[config.mk]
export PLATFORM = sky130hd
export DESIGN_NAME = mdio_cmd_seq
export DESIGN_NICKNAME = d
export VERILOG_FILES = /design/src/rtl/mdio_pkg.sv /design/src/rtl/mdio_cmd_fifo.sv /design/src/rtl/mdio_cmd_seq.sv
export SDC_FILE = /design/constraint.sdc
export NUM_CORES = 1
export LEC_CHECK = 0
export ABC_AREA = 1
export CAP_MARGIN = 20
export CORE_ASPECT_RATIO = 1.25
export CORE_MARGIN = 1
export CORE_UTILIZATION = 59
export CTS_CLUSTER_SIZE = 10
export DETAILED_ROUTE_END_ITERATION = 8
export MAX_ROUTING_LAYER = met4
export PLACE_DENSITY = 0.94
export SLEW_MARGIN = 20
export SYNTH_ARGS = -nofsm -noshare
export SYNTH_HDL_FRONTEND = slang
export SYNTH_HIERARCHICAL = 1
export SYNTH_SLANG_ARGS = --single-unit
[constraint.sdc]
create_clock -name clk -period 9.3 [get_ports clk]
set_input_delay 1.86 -clock clk [delete_from_list [all_inputs] [get_ports clk]]
set_output_delay 1.86 -clock clk [all_outputs]
set_load 0.005 [all_outputs]
[src/rtl/mdio_pkg.sv]
// Shared MDIO definitions: frame layout, field codes, completion status codes
// and the command sequencer's state encoding.
package mdio_pkg;

    localparam logic [1:0] ST_START = 2'b01;
    localparam logic [1:0] OP_WRITE = 2'b01;
    localparam logic [1:0] OP_READ  = 2'b10;
    localparam logic [1:0] TA_WRITE = 2'b10;

    localparam logic [1:0] RSP_OK      = 2'b00;
    localparam logic [1:0] RSP_TIMEOUT = 2'b01;
    localparam logic [1:0] RSP_ILLEGAL = 2'b10;

    // Field positions: [31:30]ST [29:28]OP [27:23]PHYAD [22:18]REGAD [17:16]TA [15:0]DATA
    typedef struct packed {
        logic [1:0]  st;
        logic [1:0]  op;
        logic [4:0]  phyad;
        logic [4:0]  regad;
        logic [1:0]  ta;
        logic [15:0] data;
    } mdio_frame_t;

    typedef enum logic [1:0] {
        S_IDLE  = 2'b00,
        S_CHECK = 2'b01,
        S_WAIT  = 2'b10,
        S_RESP  = 2'b11
    } seq_state_t;

    function automatic logic frame_legal(input mdio_frame_t f);
        return (f.st == ST_START) && ((f.op == OP_WRITE) || (f.op == OP_READ));
    endfunction

    function automatic logic frame_is_read(input mdio_frame_t f);
        return f.op == OP_READ;
    endfunction

endpackage

[src/rtl/mdio_cmd_fifo.sv]
// Command FIFO for the MDIO sequencer: DEPTH x WIDTH storage with wrap-bit
// pointers; head entry is presented combinationally on pop_data.
module mdio_cmd_fifo #(
    parameter int DEPTH = 4,
    parameter int WIDTH = 32
) (
    input  logic                     clk,
    input  logic                     reset,
    input  logic                     push,
    input  logic [WIDTH-1:0]         push_data,
    input  logic                     pop,
    output logic [WIDTH-1:0]         pop_data,
    output logic                     full,
    output logic                     empty,
    output logic [$clog2(DEPTH):0]   level
);

    localparam int AW = $clog2(DEPTH);

    logic [AW:0]      wr_ptr;
    logic [AW:0]      rd_ptr;
    logic [WIDTH-1:0] mem [DEPTH];

    assign full     = (wr_ptr[AW] != rd_ptr[AW]) && (wr_ptr[AW-1:0] == rd_ptr[AW-1:0]);
    assign empty    = (wr_ptr == rd_ptr);
    assign level    = wr_ptr - rd_ptr;
    assign pop_data = mem[rd_ptr[AW-1:0]];

    // NOTE: sequential state uses non-blocking assignments so every flop samples pre-edge values.
    always_ff @(posedge clk or negedge reset) begin
        if (!reset) begin
            wr_ptr <= '0;
            rd_ptr <= '0;
        end else begin
            if (push && !full)
                wr_ptr <= wr_ptr + 1'b1;
            if (pop && !empty)
                rd_ptr <= rd_ptr + 1'b1;
        end
    end

    // NOTE: storage has no reset; only the pointers decide which entries are valid.
    always_ff @(posedge clk) begin
        if (push && !full)
            mem[wr_ptr[AW-1:0]] <= push_data;
    end

endmodule

[src/rtl/mdio_cmd_seq.sv]
// Host-side MDIO command sequencer: queues frames, runs one transaction at a
// time against the mdio engine and returns a status/read-data record.
module mdio_cmd_seq
    import mdio_pkg::*;
#(
    parameter int DEPTH       = 4,
    parameter int TIMEOUT_CYC = 256
) (
    input  logic                    clk,
    input  logic                    reset,
    input  logic                    cmd_valid,
    output logic                    cmd_ready,
    input  logic [31:0]             cmd_data,
    output logic [31:0]             t_data,
    output logic                    mdio_start,
    output logic                    activado,
    input  logic                    mdio_done,
    input  logic [15:0]             mdio_rd_data,
    output logic                    rsp_valid,
    input  logic                    rsp_ready,
    output logic [1:0]              rsp_status,
    output logic                    rsp_rd,
    output logic [15:0]             rsp_data,
    output logic [$clog2(DEPTH):0]  fifo_level
);

    localparam int             TW         = $clog2(TIMEOUT_CYC);
    localparam logic [TW-1:0]  TIMER_LAST = TW'(TIMEOUT_CYC - 1);

    seq_state_t     state, state_nxt;
    logic [TW-1:0]  timer;
    logic           done_q;
    logic           resp_gap;
    logic           fifo_full, fifo_empty, pop;
    logic [31:0]    head;
    logic           done_edge;
    logic           rec_load;
    logic [1:0]     rec_status;
    logic [15:0]    rec_data;

    mdio_cmd_fifo #(.DEPTH(DEPTH), .WIDTH(32)) u_fifo (
        .clk       (clk),
        .reset     (reset),
        .push      (cmd_valid && cmd_ready),
        .push_data (cmd_data),
        .pop       (pop),
        .pop_data  (head),
        .full      (fifo_full),
        .empty     (fifo_empty),
        .level     (fifo_level)
    );

    assign cmd_ready = !fifo_full;
    assign done_edge = mdio_done && !done_q;
    assign activado  = (state != S_IDLE);
    assign rsp_valid = (state == S_RESP);

    // NOTE: every output of this block gets a default first, so no path can infer a latch.
    always_comb begin
        state_nxt  = state;
        pop        = 1'b0;
        mdio_start = 1'b0;
        rec_load   = 1'b0;
        rec_status = RSP_OK;
        rec_data   = '0;
        case (state)
            S_IDLE: begin
                // The cycle after a handshake is skipped so back-to-back starts are spaced out.
                if (!fifo_empty && !resp_gap) begin
                    pop       = 1'b1;
                    state_nxt = S_CHECK;
                end
            end
            S_CHECK: begin
                if (!frame_legal(mdio_frame_t'(t_data))) begin
                    rec_load   = 1'b1;
                    rec_status = RSP_ILLEGAL;
                    state_nxt  = S_RESP;
                end else begin
                    mdio_start = 1'b1;
                    state_nxt  = S_WAIT;
                end
            end
            S_WAIT: begin
                if (done_edge) begin
                    rec_load   = 1'b1;
                    rec_status = RSP_OK;
                    rec_data   = frame_is_read(mdio_frame_t'(t_data)) ? mdio_rd_data : 16'h0000;
                    state_nxt  = S_RESP;
                end else if (timer == TIMER_LAST) begin
                    rec_load   = 1'b1;
                    rec_status = RSP_TIMEOUT;
                    state_nxt  = S_RESP;
                end
            end
            S_RESP: begin
                if (rsp_ready)
                    state_nxt = S_IDLE;
            end
            default: state_nxt = S_IDLE;
        endcase
    end

    always_ff @(posedge clk or negedge reset) begin
        if (!reset) begin
            state      <= S_IDLE;
            t_data     <= '0;
            timer      <= '0;
            done_q     <= 1'b0;
            resp_gap   <= 1'b0;
            rsp_status <= RSP_OK;
            rsp_rd     <= 1'b0;
            rsp_data   <= '0;
        end else begin
            state    <= state_nxt;
            done_q   <= mdio_done;
            resp_gap <= (state == S_RESP) && rsp_ready;
            if (pop)
                t_data <= head;
            if (state == S_CHECK)
                timer <= '0;
            else if (state == S_WAIT)
                timer <= timer + TW'(1);
            if (rec_load) begin
                rsp_status <= rec_status;
                rsp_rd     <= frame_is_read(mdio_frame_t'(t_data));
                rsp_data   <= rec_data;
            end
        end
    end

endmodule
==> qor.csv <==
stage;metric;value;unit
drt;via count;5900;
floorplan;# IOs;111;
sta;WHS;0.480;ns
sta;Worst Tran Pin Value;1.18;ns
sta;Fin. Hold Viols;0;
layout;Layout Nets;896;
drt;WL per Instance;18.3;um
min_path;Hold Crit Depth;2;
critical_path;Bufs and invs on worst path;2;
critical_path;worst r2r dst;u_fifo/mem[0][0];
sta;setup TNS;0;ns
pwr;Worst VDD drop;0.000209;V
outcome;status;finished, final reports clean;
run;Max Cap Viol;0;
clock_network;H-tree levels;4;
place;input/output buffers;110;
drt;drt first pass iters;6;
min_path;Hold EP;t_data[24];
layout;Area Overhead vs Synth;22.1;%
sta;Fmax;0.187;GHz
critical_path;R2R Path Start;u_fifo/rd_ptr[1];
pwr;leakage;4.11;nW
floorplan;die area;14200;sq um
clock_network;clock-pin slew on the worst setup and hold paths;0.07;ns
sta;setup violators final;0;
floorplan;# rows;47;
clock_network;postcts setup bufs;0;
floorplan;Die X;107;um
layout;share of cells above drive strength 1;7.72;%
critical_path;worst path arrival time;3.48;ns
logic_synthesis;leading area contributor after synthesis;edfxtp_1;
logic_synthesis;ranking of synthesized cells by area;edfxtp_1 47%, dfrtp_1 21%, nand2_1 8.3%, nor2_1 4.5%, o21ai_0 2.8%;
sta;clock skew;0.00960;ns
grt;first-pass GRT wire length;29.2;mm
drt;Iteration-0 DRC Markers;670;
logic_synthesis;#FFs+latches synth;197;
grt;GRT overflow;0;
critical_path;setup slack, reg-to-reg;5.01;ns
grt;initial antenna violation count;0;
grt;number of global-route vias before repair;5881;
clock_network;Clk Latency, worst-skew pair;0.44;ns
critical_path;Critical Path Start Type;flop;
critical_path;CP max stage delay;1.13;ns
critical_path;Reg2Reg Depth;9;
critical_path;Worst path slowest cell;dfrtp_1;
drt;DRC viols;0;
sta;Slew Limit Fails;0;
logic_synthesis;Ys Warns;6;
clock_network;# resized after CTS;0;
floorplan;core area;13300;sq um
logic_synthesis;top cell type's share of synthesized area;47.3;%
drt;Vias/cell;5.82;
critical_path;critical path peak fanout;35;
layout;most common cell after layout, fill and taps aside;nand2_1;
logic_synthesis;Post-Syn Area;8120;sq um
layout;FILL cells;761;
min_path;worst hold path startpoint;t_data[24];
drt;Routed Antenna Nets;0;
critical_path;crit-path leading delay family;flip-flops;
critical_path;CP Class;reg2out;
clock_network;CTS Buf Count;17;
clock_network;Clock Root Buffer;clkbuf_16;
critical_path;CP required;7.44;ns
grt;largest net degree at the start of global routing;70;
grt;Total Routing Usage GR;28.3;%
sta;Final min period;5.34;ns
drt;final WL;18.5;mm
layout;Inserted Diodes;0;
sta;Final WS setup;3.96;ns
logic_synthesis;cells after synthesis;729;
clock_network;Max Root-Sink Buffers;2;
logic_synthesis;syn_nets;796;
critical_path;CP Cell Sequence;inv_2 -> fa_1 -> xnor2_1 -> clkdlybuf4s50_1;
floorplan;starting density of the core;60.8;%
logic_synthesis;sequential fraction of the synthesis area;68.6;%
place;DPL Wire Length;10.6;mm
place;worst slack at placement;4.54;ns
clock_network;Hold Buf Count CTS;0;
min_path;Hold Crit Class;reg2reg;
place;GP Congestion;0.806;
pwr;power per standard cell area;331;nW/um^2
sta;RSZ-0062 raised after global routing;no;
layout;most frequent cells in the layout;180 x nand2_1, 128 x edfxtp_1, 109 x clkdlybuf4s50_1;
floorplan;Die Y;133;um
sta;Slew headroom;21.3;%
sta;Final Cycle Share;57.4;%
clock_network;clk sinks;197;
logic_synthesis;syn avg cell area;11.1;sq um
logic_synthesis;synth unique cells;29;
clock_network;CTS tree;yes;
critical_path;crit end category;output port;
==> where the power goes <==
part	internal, mW	switching (mW)	total (mW)
sequential	1.19	0.169	1.36
clock	0.458	0.334	0.791
combinational	0.435	0.702	1.14
total	2.08	1.20	3.29
==> worst max-delay path by stage <==
stage,from,endpoint,cells past startpoint
finish,u_fifo/rd_ptr[1],fifo_level[2],4
global route,u_fifo/rd_ptr[1],fifo_level[2],4
CTS,u_fifo/rd_ptr[1],fifo_level[2],4
detailed placement,u_fifo/rd_ptr[1],fifo_level[2],4
global placement,u_fifo/rd_ptr[1],fifo_level[2],4
floorplan,cmd_valid,u_fifo/mem[0][0],4
==> synth_stat cells, drive strengths merged <==
cell    count
nand2     187
edfxtp    128
nor2       99
dfrtp      69
o21ai      68
inv        50
nand3      38
o22ai      32
buf        23
ha         13
clkbuf     10
a21oi       5
clkinv      2
fa          1
nand4       1
nor3        1
xnor2       1
xor2        1
==> tightest hold or removal path: cells and delay by family (launching register included) <==
kind,cells,cell delay [ns]
DFF,1,0.34
and+or+nand+nor,2,0.10
==> cell type report <==
class / instances / area (sq um) / area share [%]
clock buffer: 17 / 425 / 4.29
tap: 171 / 214 / 2.16
sequential: 197 / 5570 / 56.2
multi-input combinational: 447 / 2150 / 21.7
timing repair buffer: 114 / 1140 / 11.5
clock inverter: 15 / 218 / 2.19
inverter: 52 / 196 / 1.98
==> state kept, by name (all words and copies together), names as in the netlist <==
signal         flops
done_q             1
state              2
timer              8
u_fifo/mem       128
t_data            32
u_fifo/wr_ptr      3
resp_gap           1
rsp_data          16
u_fifo/rd_ptr      3
rsp_status         2
rsp_rd             1
==> layer usage <==
layer	track usage, %	vias to the layer above	routed length (um)
met4	14.5	0	601
met5	-	-	0
met2	46.5	388	9460
li1	-	2655	-
met3	6.12	59	1520
met1	32.6	2798	6930
==> per-stage QoR <==
stage | total power, mW | cells | util, % | cell area (sq um)
after global routing | 3.46 | 1013 | 74.3 | 9920
final | 3.29 | 1013 | 74.3 | 9920
after detailed placement | 2.46 | 980 | 69.3 | 9250
after CTS | 3.27 | 1012 | 74.1 | 9900
after global placement | 2.38 | 980 | 69.3 | 9250
after floorplan | 2.01 | 729 | - | 8120
==> cell families (layout without fill, tap and decap cells) <==
group / after synthesis / count (layout) / synth area share (%)
compound gates: 105 / 105 / 6.96
xor+xnor: 2 / 2 / 0.216
fa+ha+maj: 14 / 14 / 2.25
buf+inv: 85 / 198 / 5.21
flops: 197 / 197 / 68.6
simple gates: 326 / 326 / 16.8
Note: power is estimated with default switching activity, not from simulation.
